$ cat src/rtl/sdram_req_bridge_if.sv
// Toggle-handshake request port between the request bridge (master) and the
// shared SDRAM controller (slave).
interface sdram_req_bridge_if #(
   parameter int AW = 16,
   parameter int DW = 8
) ();
   logic              port_req;
   logic              port_ack;
   logic [AW-1:0]     port_a;
   logic [1:0]        port_ds;
   logic              port_we;
   logic [2*DW-1:0]   port_d;
   logic [2*DW-1:0]   port_q;

   modport master (
      output port_req, port_a, port_ds, port_we, port_d,
      input  port_ack, port_q
   );

   modport slave (
      input  port_req, port_a, port_ds, port_we, port_d,
      output port_ack, port_q
   );
endinterface

$ cat src/rtl/sdram_req_bridge.sv
// Multi-channel bridge from strobe-style RAM accesses to the SDRAM toggle
// handshake: per-channel event detect and pending slot, round-robin arbiter.
module sdram_req_bridge #(
   parameter int              CHANNELS   = 2,
   parameter int              AW         = 16,
   parameter int              DW         = 8,
   parameter logic [AW-1:0]   EXCL_MASK  = 16'hC000,
   parameter logic [AW-1:0]   EXCL_MATCH = 16'hC000,
   parameter int              TIMEOUT    = 255
) (
   input  logic                   clk_i,
   input  logic                   res_n_i,
   input  logic [CHANNELS-1:0]    ch_cs,
   input  logic [CHANNELS-1:0]    ch_oe,
   input  logic [CHANNELS-1:0]    ch_we,
   input  logic [CHANNELS*AW-1:0] ch_ad,
   input  logic [CHANNELS*DW-1:0] ch_d,
   output logic [CHANNELS*DW-1:0] ch_q,
   output logic [CHANNELS-1:0]    ch_busy,
   output logic [CHANNELS-1:0]    ch_ovr,
   output logic                   tmo_err,
   sdram_req_bridge_if.master     port
);

   localparam int GW = (CHANNELS > 1) ? $clog2(CHANNELS) : 1;
   localparam int TW = $clog2(TIMEOUT + 1);

   typedef enum logic [1:0] {
      S_IDLE,
      S_ISSUE,
      S_WAIT
   } state_t;

   logic [CHANNELS-1:0] csWeNow, csOeNow;
   logic [CHANNELS-1:0] csWe_q, csOe_q;
   logic [AW-1:0]       adPrev_q [CHANNELS];
   logic [AW-1:0]       chAd     [CHANNELS];
   logic [CHANNELS-1:0] excl, ev, issueClr;

   logic [CHANNELS-1:0] pend_q, ovr_q, pendWe_q;
   logic [AW-1:0]       pendAd_q [CHANNELS];
   logic [DW-1:0]       pendD_q  [CHANNELS];
   logic [DW-1:0]       latQ_q   [CHANNELS];

   state_t              state_q;
   logic [GW-1:0]       g_q, rr_q, grant_d, nextRr_d;
   logic                grantFound;
   logic                req_q, we_q, tmoErr_q;
   logic [AW-1:0]       a_q;
   logic [1:0]          ds_q;
   logic [2*DW-1:0]     d_q;
   logic [TW-1:0]       tmo_q;

   assign csWeNow = ch_cs & ch_we;
   assign csOeNow = ch_cs & ch_oe;

   // An access starts on a read/write strobe rising, or when a held read moves to a new address.
   always_comb begin
      for (int i = 0; i < CHANNELS; i++) begin
         chAd[i]     = ch_ad[i*AW +: AW];
         excl[i]     = (EXCL_MASK != '0) && ((chAd[i] & EXCL_MASK) == EXCL_MATCH);
         ev[i]       = !excl[i] &&
                       ((csOeNow[i] && !csOe_q[i]) ||
                        (csWeNow[i] && !csWe_q[i]) ||
                        (csOeNow[i] && csOe_q[i] && (chAd[i] != adPrev_q[i])));
         issueClr[i] = (state_q == S_ISSUE) && (g_q == GW'(i));
      end
   end

   always_comb begin
      grant_d    = rr_q;
      grantFound = 1'b0;
      for (int k = 0; k < CHANNELS; k++) begin
         for (int i = 0; i < CHANNELS; i++) begin
            if (!grantFound && pend_q[i] && (((int'(rr_q) + k) % CHANNELS) == i)) begin
               grant_d    = GW'(i);
               grantFound = 1'b1;
            end
         end
      end
      nextRr_d = (int'(g_q) == CHANNELS - 1) ? '0 : g_q + 1'b1;
   end

   always_ff @(posedge clk_i or negedge res_n_i) begin
      if (!res_n_i) begin
         csWe_q   <= '0;
         csOe_q   <= '0;
         pend_q   <= '0;
         ovr_q    <= '0;
         pendWe_q <= '0;
         for (int i = 0; i < CHANNELS; i++) begin
            adPrev_q[i] <= '0;
            pendAd_q[i] <= '0;
            pendD_q[i]  <= '0;
         end
      end else begin
         csWe_q <= csWeNow;
         csOe_q <= csOeNow;
         for (int i = 0; i < CHANNELS; i++) begin
            adPrev_q[i] <= chAd[i];
            // A fresh event during the issue cycle refills the slot without counting as an overrun.
            if (ev[i]) begin
               pendAd_q[i] <= chAd[i];
               pendWe_q[i] <= ch_we[i];
               pendD_q[i]  <= ch_d[i*DW +: DW];
               pend_q[i]   <= 1'b1;
               if (pend_q[i] && !issueClr[i])
                  ovr_q[i] <= 1'b1;
            end else if (issueClr[i]) begin
               pend_q[i] <= 1'b0;
            end
         end
      end
   end

   always_ff @(posedge clk_i or negedge res_n_i) begin
      if (!res_n_i) begin
         state_q  <= S_IDLE;
         g_q      <= '0;
         rr_q     <= '0;
         req_q    <= 1'b0;
         a_q      <= '0;
         ds_q     <= '0;
         we_q     <= 1'b0;
         d_q      <= '0;
         tmo_q    <= '0;
         tmoErr_q <= 1'b0;
         for (int i = 0; i < CHANNELS; i++)
            latQ_q[i] <= '0;
      end else begin
         case (state_q)
            S_IDLE: begin
               if (|pend_q) begin
                  g_q     <= grant_d;
                  state_q <= S_ISSUE;
               end
            end
            S_ISSUE: begin
               a_q     <= pendAd_q[g_q];
               we_q    <= pendWe_q[g_q];
               ds_q    <= pendWe_q[g_q] ? (pendAd_q[g_q][0] ? 2'b10 : 2'b01) : 2'b11;
               d_q     <= {2{pendD_q[g_q]}};
               req_q   <= ~req_q;
               rr_q    <= nextRr_d;
               tmo_q   <= '0;
               state_q <= S_WAIT;
            end
            S_WAIT: begin
               if (port.port_ack == req_q) begin
                  if (!we_q)
                     latQ_q[g_q] <= a_q[0] ? port.port_q[2*DW-1:DW] : port.port_q[DW-1:0];
                  state_q <= S_IDLE;
               end else if (tmo_q == TW'(TIMEOUT - 1)) begin
                  // Drop the access and realign the toggle pair so the next request starts clean.
                  tmoErr_q <= 1'b1;
                  req_q    <= port.port_ack;
                  state_q  <= S_IDLE;
               end else begin
                  tmo_q <= tmo_q + 1'b1;
               end
            end
            default: state_q <= S_IDLE;
         endcase
      end
   end

   assign port.port_req = req_q;
   assign port.port_a   = a_q;
   assign port.port_ds  = ds_q;
   assign port.port_we  = we_q;
   assign port.port_d   = d_q;
   assign ch_ovr        = ovr_q;
   assign tmo_err       = tmoErr_q;

   always_comb begin
      ch_busy = '0;
      ch_q    = '0;
      for (int i = 0; i < CHANNELS; i++) begin
         ch_busy[i]        = pend_q[i] | ((state_q != S_IDLE) && (g_q == GW'(i)));
         ch_q[i*DW +: DW]  = (ch_cs[i] && !excl[i]) ? latQ_q[i] : '0;
      end
   end

endmodule

$ cat src/flat_wrapper.sv
// flat-port wrapper written by rule: the top's interface ports become plain ports
module sdram_req_bridge_flat 
#(
   parameter int              CHANNELS   = 2,
   parameter int              AW         = 16,
   parameter int              DW         = 8,
   parameter logic [AW-1:0]   EXCL_MASK  = 16'hC000,
   parameter logic [AW-1:0]   EXCL_MATCH = 16'hC000,
   parameter int              TIMEOUT    = 255
)
  (clk_i, res_n_i, ch_cs, ch_oe, ch_we, ch_ad, ch_d, ch_q, ch_busy, ch_ovr, tmo_err, port_port_req, port_port_a, port_port_ds, port_port_we, port_port_d, port_port_ack, port_port_q);
  sdram_req_bridge_if #(.AW(AW), .DW(DW)) port_i ();
  input  logic clk_i;
  input  logic res_n_i;
  input  logic [CHANNELS-1:0] ch_cs;
  input  logic [CHANNELS-1:0] ch_oe;
  input  logic [CHANNELS-1:0] ch_we;
  input  logic [CHANNELS*AW-1:0] ch_ad;
  input  logic [CHANNELS*DW-1:0] ch_d;
  output logic [CHANNELS*DW-1:0] ch_q;
  output logic [CHANNELS-1:0] ch_busy;
  output logic [CHANNELS-1:0] ch_ovr;
  output logic tmo_err;
  output wire logic [$bits(port_i.port_req)-1:0] port_port_req;
  output wire logic [$bits(port_i.port_a)-1:0] port_port_a;
  output wire logic [$bits(port_i.port_ds)-1:0] port_port_ds;
  output wire logic [$bits(port_i.port_we)-1:0] port_port_we;
  output wire logic [$bits(port_i.port_d)-1:0] port_port_d;
  input wire logic [$bits(port_i.port_ack)-1:0] port_port_ack;
  input wire logic [$bits(port_i.port_q)-1:0] port_port_q;
  assign port_port_req = port_i.port_req;
  assign port_port_a = port_i.port_a;
  assign port_port_ds = port_i.port_ds;
  assign port_port_we = port_i.port_we;
  assign port_port_d = port_i.port_d;
  assign port_i.port_ack = port_port_ack;
  assign port_i.port_q = port_port_q;
  sdram_req_bridge #(.CHANNELS(CHANNELS), .AW(AW), .DW(DW), .EXCL_MASK(EXCL_MASK), .EXCL_MATCH(EXCL_MATCH), .TIMEOUT(TIMEOUT)) u_core (.clk_i(clk_i), .res_n_i(res_n_i), .ch_cs(ch_cs), .ch_oe(ch_oe), .ch_we(ch_we), .ch_ad(ch_ad), .ch_d(ch_d), .ch_q(ch_q), .ch_busy(ch_busy), .ch_ovr(ch_ovr), .tmo_err(tmo_err), .port(port_i));
endmodule
$ cat config.mk
export PLATFORM = sky130hd
export DESIGN_NAME = sdram_req_bridge_flat
export DESIGN_NICKNAME = d
export VERILOG_FILES = /design/src/rtl/sdram_req_bridge_if.sv /design/src/rtl/sdram_req_bridge.sv /design/src/flat_wrapper.sv
export SDC_FILE = /design/constraint.sdc
export NUM_CORES = 1
export LEC_CHECK = 0
export BUFFER_PORTS_ARGS = -buffer_cell sky130_fd_sc_hd__buf_2
export CORE_UTILIZATION = 30
export CTS_BUF_LIST = sky130_fd_sc_hd__clkbuf_16
export CTS_CLUSTER_DIAMETER = 80
export CTS_CLUSTER_SIZE = 20
export DETAILED_ROUTE_END_ITERATION = 6
export SYNTH_ARGS = -nofsm -noshare
export SYNTH_HDL_FRONTEND = slang
export SYNTH_SLANG_ARGS = --single-unit
$ cat constraint.sdc
create_clock -name clk_i -period 1.74 [get_ports clk_i]
set_input_delay 0.087 -clock clk_i [delete_from_list [all_inputs] [get_ports clk_i]]
set_output_delay 0.087 -clock clk_i [all_outputs]
set_load 0.01 [all_outputs]
### After elaboration in Yosys (flattened, before gate mapping)

Index checks and enable logic that the tools add are counted.

* register bits: 155
* word-level logic and storage cells: 151

* add/sub/neg operators: 3
* magnitude comparators: 3
* equality and inequality tests: 14
* mux-type cells: 38
* bitwise operators: 10
* reductions and logical operators: 57

Operators by type and width (number)
* $mux W8: 9
* $logic_not A32 Y1: 2
* $mux W16: 3
* $ne A16 B16 Y1: 2
* $logic_and A1 B1 Y1: 26
* $bwmux W16: 1
* $mux W1: 16
* $pmux W8 S2: 1
* $reduce_and A3 Y1: 4
* $logic_not A1 Y1: 11
* $mux W2: 5
* $add A8 B1 Y8 const B: 1
* $demux W8 S1: 1
* $eq A2 B2 Y1 const B: 4
* $eq A8 B8 Y1 const B: 1
* $reduce_and A2 Y1: 4
* $reduce_bool A2 Y1: 4
* $pmux W2 S3: 1
* $and A2 B2 Y2: 2
* $logic_or A1 B1 Y1: 4
* $ne A2 B1 Y1 const B: 2
* $ne A2 B2 Y1 const B: 2
* $not A1 Y1: 4
* $ne A3 B1 Y1 const B: 1
* 12 further kinds: 14

### Logic depth before layout (Yosys ltp)

* word-level depth: 15
* depth in mapped cells: 9

### Worst setup path before layout

No wires, ideal clock.

* path kind: reg2reg
* start: register u_core.state_q[0]
* end: register u_core.latQ_q[0] (netlist bit)
* library setup time: 0.130 ns
* data arrival time: 1.754 ns
* path slack: -0.144 ns
* stages on the path, launching flop included: 10
* path buffers: 3
* path through: dfrtp_1 > inv_1 > ha_1 > buf_2 > inv_1 > or4b_1 > clkbuf_1 > buf_2 > nand2_1 > o21ai_0

* cells in the longest elaborated chain, start to end: 2

RTL lines
* start: declaration: RTL line sdram_req_bridge.sv:45 `state_t state_q;`
* start signal: assignment: RTL line sdram_req_bridge.sv:118 `state_q <= S_IDLE;`
* start signal: assignment: RTL line sdram_req_bridge.sv:135 `state_q <= S_ISSUE;`
* start signal: assignment: RTL line sdram_req_bridge.sv:146 `state_q <= S_WAIT;`
* $eq A2 B2 Y1: RTL line sdram_req_bridge.sv:131 `case (state_q)`
* $reduce_and A3 Y1 (no source line)
* end signal: indexed assignment: RTL line sdram_req_bridge.sv:151 `latQ_q[g_q] <= a_q[0] ? port.port_q[2*DW-1:DW] : port.port_q[DW-1:0];`
* end: declaration: RTL line sdram_req_bridge.sv:43 `logic [DW-1:0] latQ_q [CHANNELS];`

Every way passes these cells.
A chain may end at the register's enable or synchronous reset.

### Worst setup path in the final report

* start: register u_core.adPrev_q[22] (netlist bit)
* end: register u_core.pendD_q[13] (netlist bit)

* cells in the longest elaborated chain, start to end: 4

RTL lines
* start: declaration: RTL line sdram_req_bridge.sv:36 `logic [AW-1:0] adPrev_q [CHANNELS];`
* start signal: indexed assignment: RTL line sdram_req_bridge.sv:100 `adPrev_q[i] <= chAd[i];`
* $ne A16 B16 Y1: RTL line sdram_req_bridge.sv:65 `(csOeNow[i] && csOe_q[i] && (chAd[i] != adPrev_q[i])));`
* $logic_and A1 B1 Y1: RTL line sdram_req_bridge.sv:65
* $logic_or A1 B1 Y1: RTL line sdram_req_bridge.sv:64 `(csWeNow[i] && !csWe_q[i]) ||`
* $logic_and A1 B1 Y1: RTL line sdram_req_bridge.sv:62 `ev[i] = !excl[i] &&`
* end signal: indexed assignment: RTL line sdram_req_bridge.sv:105 `pendD_q[i] <= ch_d[i*DW +: DW];`
* end: declaration: RTL line sdram_req_bridge.sv:42 `logic [DW-1:0] pendD_q [CHANNELS];`

Every way passes these cells.

==> flow_metrics.py <==
metrics = {
    "outcome": {
        "status": "finished with violations",
        "failed_checks": "setup timing",
    },
    "timing": {
        "final-setup-viol-count": 25,
        "finalClockSkew_ns": 0.0195,
        "hold_viol_final": 0,
        "fin_crit_sh_pct": 101,
        "slew_violations": 0,
        "rsz0062_at_grt": "yes",
        "tightest_slew_ns": 0.514,
        "slew-limit-headroom_pct": 65.7,
        "fin_ws_ns": -0.0232,
        "max_freq_ghz": 0.567,
        "min_period_ns": 1.76,
    },
    "logic_synthesis": {
        "syn_inst": 496,
        "ys_async_sr_fraction_pct": 100,
        "yosysWarnings": 0,
        "syn-cell-area_um2": 6390,
        "ys_types": 54,
        "synthTopCellsByArea": "dfrtp_1, mux2_4, mux2i_1",
        "synth_top_area_share_pct": 57.6,
        "synth_flop_cell": "dfrtp_1",
        "synth_seq_cells": 147,
        "yosysTopAreaCell": "dfrtp_1",
        "synth_edf_count": 0,
        "syn_nets": 575,
        "synth-seq-area-share_pct": 57.6,
        "syn_area_per_cell_um2": 12.9,
    },
    "pwr": {
        "leakage_nw": 4.07,
        "power_frac_clock_pct": 29.6,
        "cellPowerDensity_nw_per_um2": 1400,
        "p_int_mw": 8.07,
        "ir_worst_vdd_uv": 681,
        "p_comb_share_pct": 31.5,
        "switching_share_pct": 34.6,
        "sequentialPowerShare_pct": 38.9,
        "switching_power_mw": 4.27,
        "total_power_mw": 12.3,
    },
    "floorplanning": {
        "die_h_um": 148,
        "io_pins": 130,
        "fp.dieW_um": 148,
        "floorplan.initialDensity_pct": 30.5,
        "die_area_um2": 21900,
        "rows": 53,
        "core_um2": 21000,
    },
    "routing": {
        "drc_errors": 0,
        "antenna_left": 0,
        "first_iter_violations": 171,
        "detail_route.wl_per_cell_um": 15.0,
        "vias_per_cell": 4.45,
        "dr.pass1.iters": 4,
        "drt-total-wl_mm": 14.9,
        "vias": 4432,
    },
    "critical_path": {
        "critPathLaunchType": "flop",
        "cp.required_ns": 2.05,
        "crit_arrival_ns": 2.07,
        "reg2reg_slack_ns": -0.02,
        "crit_type": "reg2reg",
        "cp_max_fo": 11,
        "endpoint_kind": "flop",
    },
    "global_routing": {
        "grt-ovfl-total": 0,
        "grt_pass1_wl_mm": 24.3,
        "grt.met1_usage_pct": 19.4,
        "grt_usage_pct": 14.6,
        "antenna_found_initial": 0,
        "met2_usage_pct": 22.5,
        "use_met3_pct": 3.43,
        "grt_max_degree": 51,
        "grt_busiest_layer": "met2",
        "grt_pass1_vias": 4565,
    },
    "place": {
        "place_ws_ns": -0.0489,
        "io_buffer_count": 129,
        "gp_congestion": 0.764,
        "dp_hpwl_mm": 10.4,
    },
    "clocking": {
        "cts_tree": "done",
        "numClockSinks": 147,
        "htreeDepth": 4,
        "clk_pin_slew_ns": 0.07,
        "cts.path.max_buffers": 2,
        "clk_latency_ns": 0.44,
        "cts-buffers-inserted": 17,
        "root_buffer": "clkbuf_16",
    },
    "layout": {
        "diodes": 0,
        "area_growth_pct": 38.2,
        "nets": 788,
        "drive_above_1_share_pct": 37.7,
    },
    "worst_hold_path": {
        "hold_path.class": "in2reg",
    },
    "run": {
        "maxCapViolCount": 0,
    },
}
## critical path, stage by stage (launching register included)
cell	delay (ns)
dfrtp_1	0.37
xor2_1	0.17
nor4_2	0.39
a41oi_4	0.20
buf_8	0.20
mux2_4	0.30
## per-stage QoR
step           instances  util [%]  area, um2  hold WS, ns  TNS [ns]
6_report             997      42.1       8830      0.00641    -0.284
5_1_grt              997      42.1       8830      0.00289     -5.12
2_1_floorplan        496         -       6420       -0.209         0
4_1_cts              996      41.9       8780     0.000284    -0.377
3_3_place_gp         898      35.7       7490       0.0756    -0.382
3_5_place_dp         898      35.7       7490       0.0763     -1.18
## synth_stat cells, drive strengths merged (2+ instances only)
cell type  instances
xor2               9
and3              16
ha                 6
buf               20
a22oi              2
nand2             20
xnor2             26
a31oi              2
mux2i             33
nor4               4
o2111ai            2
inv               10
mux2              50
nor3               4
and2               2
a41oi              2
nand4              8
clkbuf             7
a31o               3
nand2b             3
dfrtp            147
nor2              46
a21o               3
o21ai             16
a21oi             37
nand3              4
o211ai             2
## power by group through the flow
stage | Combinational (mW) | Clock (mW) | Sequential (mW)
2_1_floorplan | 2.41 | 0 | 4.86
3_3_place_gp | 3.71 | 0 | 4.85
3_5_place_dp | 3.75 | 0 | 4.86
4_1_cts | 3.89 | 3.75 | 4.81
5_1_grt | 4.30 | 3.92 | 4.93
6_report | 3.89 | 3.65 | 4.81
## sequential cells by signal, indices dropped and copies added, names as in the netlist, 2 cells and up
name	cells
u_core.pendD_q	16
u_core.latQ_q	16
u_core.adPrev_q	32
u_core.state_q	2
u_core.pendWe_q	2
u_core.pend_q	2
u_core.tmo_q	8
u_core.ch_ovr	2
u_core.port.port_ds	2
u_core.pendAd_q	32
u_core.port.port_d	8
u_core.csWe_q	2
u_core.csOe_q	2
u_core.port.port_a	16
## logic make-up (layout without fill, tap and decap cells)
kind of cell               Yosys count  in the layout  synth area share [%]
DFF                                147            147                  57.6
and+or+nand+nor                    112            112                  8.99
muxes                               83             83                  16.1
AOI/OAI and AO/OA                   76             76                  7.89
buffers and inverters               37            263                  3.39
xor gates and xnor gates            35             35                  4.91
adders and majority gates            6              6                  1.17
## area by class of cell
| cell class | instances | area (um2) |
|---|---|---|
| Tap cell | 275 | 344 |
| Fill cell | 2017 | 12100 |
| Inverter | 10 | 37.5 |
| Timing Repair Buffer | 221 | 1600 |
| Clock buffer | 17 | 425 |
| Clock inverter | 15 | 189 |
| Multi-Input combinational cell | 312 | 2550 |
| Sequential cell | 147 | 3680 |
## per-layer routing
metal	share of wire [%]	vias to the layer above
met3	3.2	29
met1	48	2138
met2	46	107
met5	0	-
li1	-	2158
met4	2.8	0
## what timing repair did
item                                   CTS  global route
hold buffers                            66             0
buffers inserted                         0             1
resized for setup                        3             8
endpoints found under the hold margin  144             0
pin swaps                                4             3
setup endpoints to repair               48            63
## cell usage in the layout, fill, tap and decap left out, types with 4 or more instances in the layout
cell type / instances
a21oi_1: 37
and3_1: 8
and3_2: 8
buf_12: 6
buf_2: 128
buf_4: 16
buf_6: 4
clkbuf_16: 17
clkinv_8: 7
dfrtp_1: 146
dlygate4sd3_1: 66
inv_1: 8
mux2_2: 14
mux2_4: 36
mux2i_1: 33
nand2_1: 19
nand3_1: 4
nand4_1: 8
nor2_1: 46
o21ai_0: 14
xnor2_1: 22
xnor2_2: 4
xor2_1: 8
## path summary, 6_finish.rpt
path	from	to	cells past startpoint
worst max-delay path	u_core.adPrev_q[22]	u_core.pendD_q[13]	5
worst min-delay path	port_port_q[7]	u_core.latQ_q[15]	3
worst max register to register	u_core.adPrev_q[22]	u_core.pendD_q[13]	5
worst min register to register	u_core.latQ_q[3]	u_core.latQ_q[3]	2
max in group asynchronous	res_n_i	u_core.port.port_d[9]	3
min in group asynchronous	res_n_i	u_core.port.port_a[5]	2
Power figures use the tool's default switching activity.
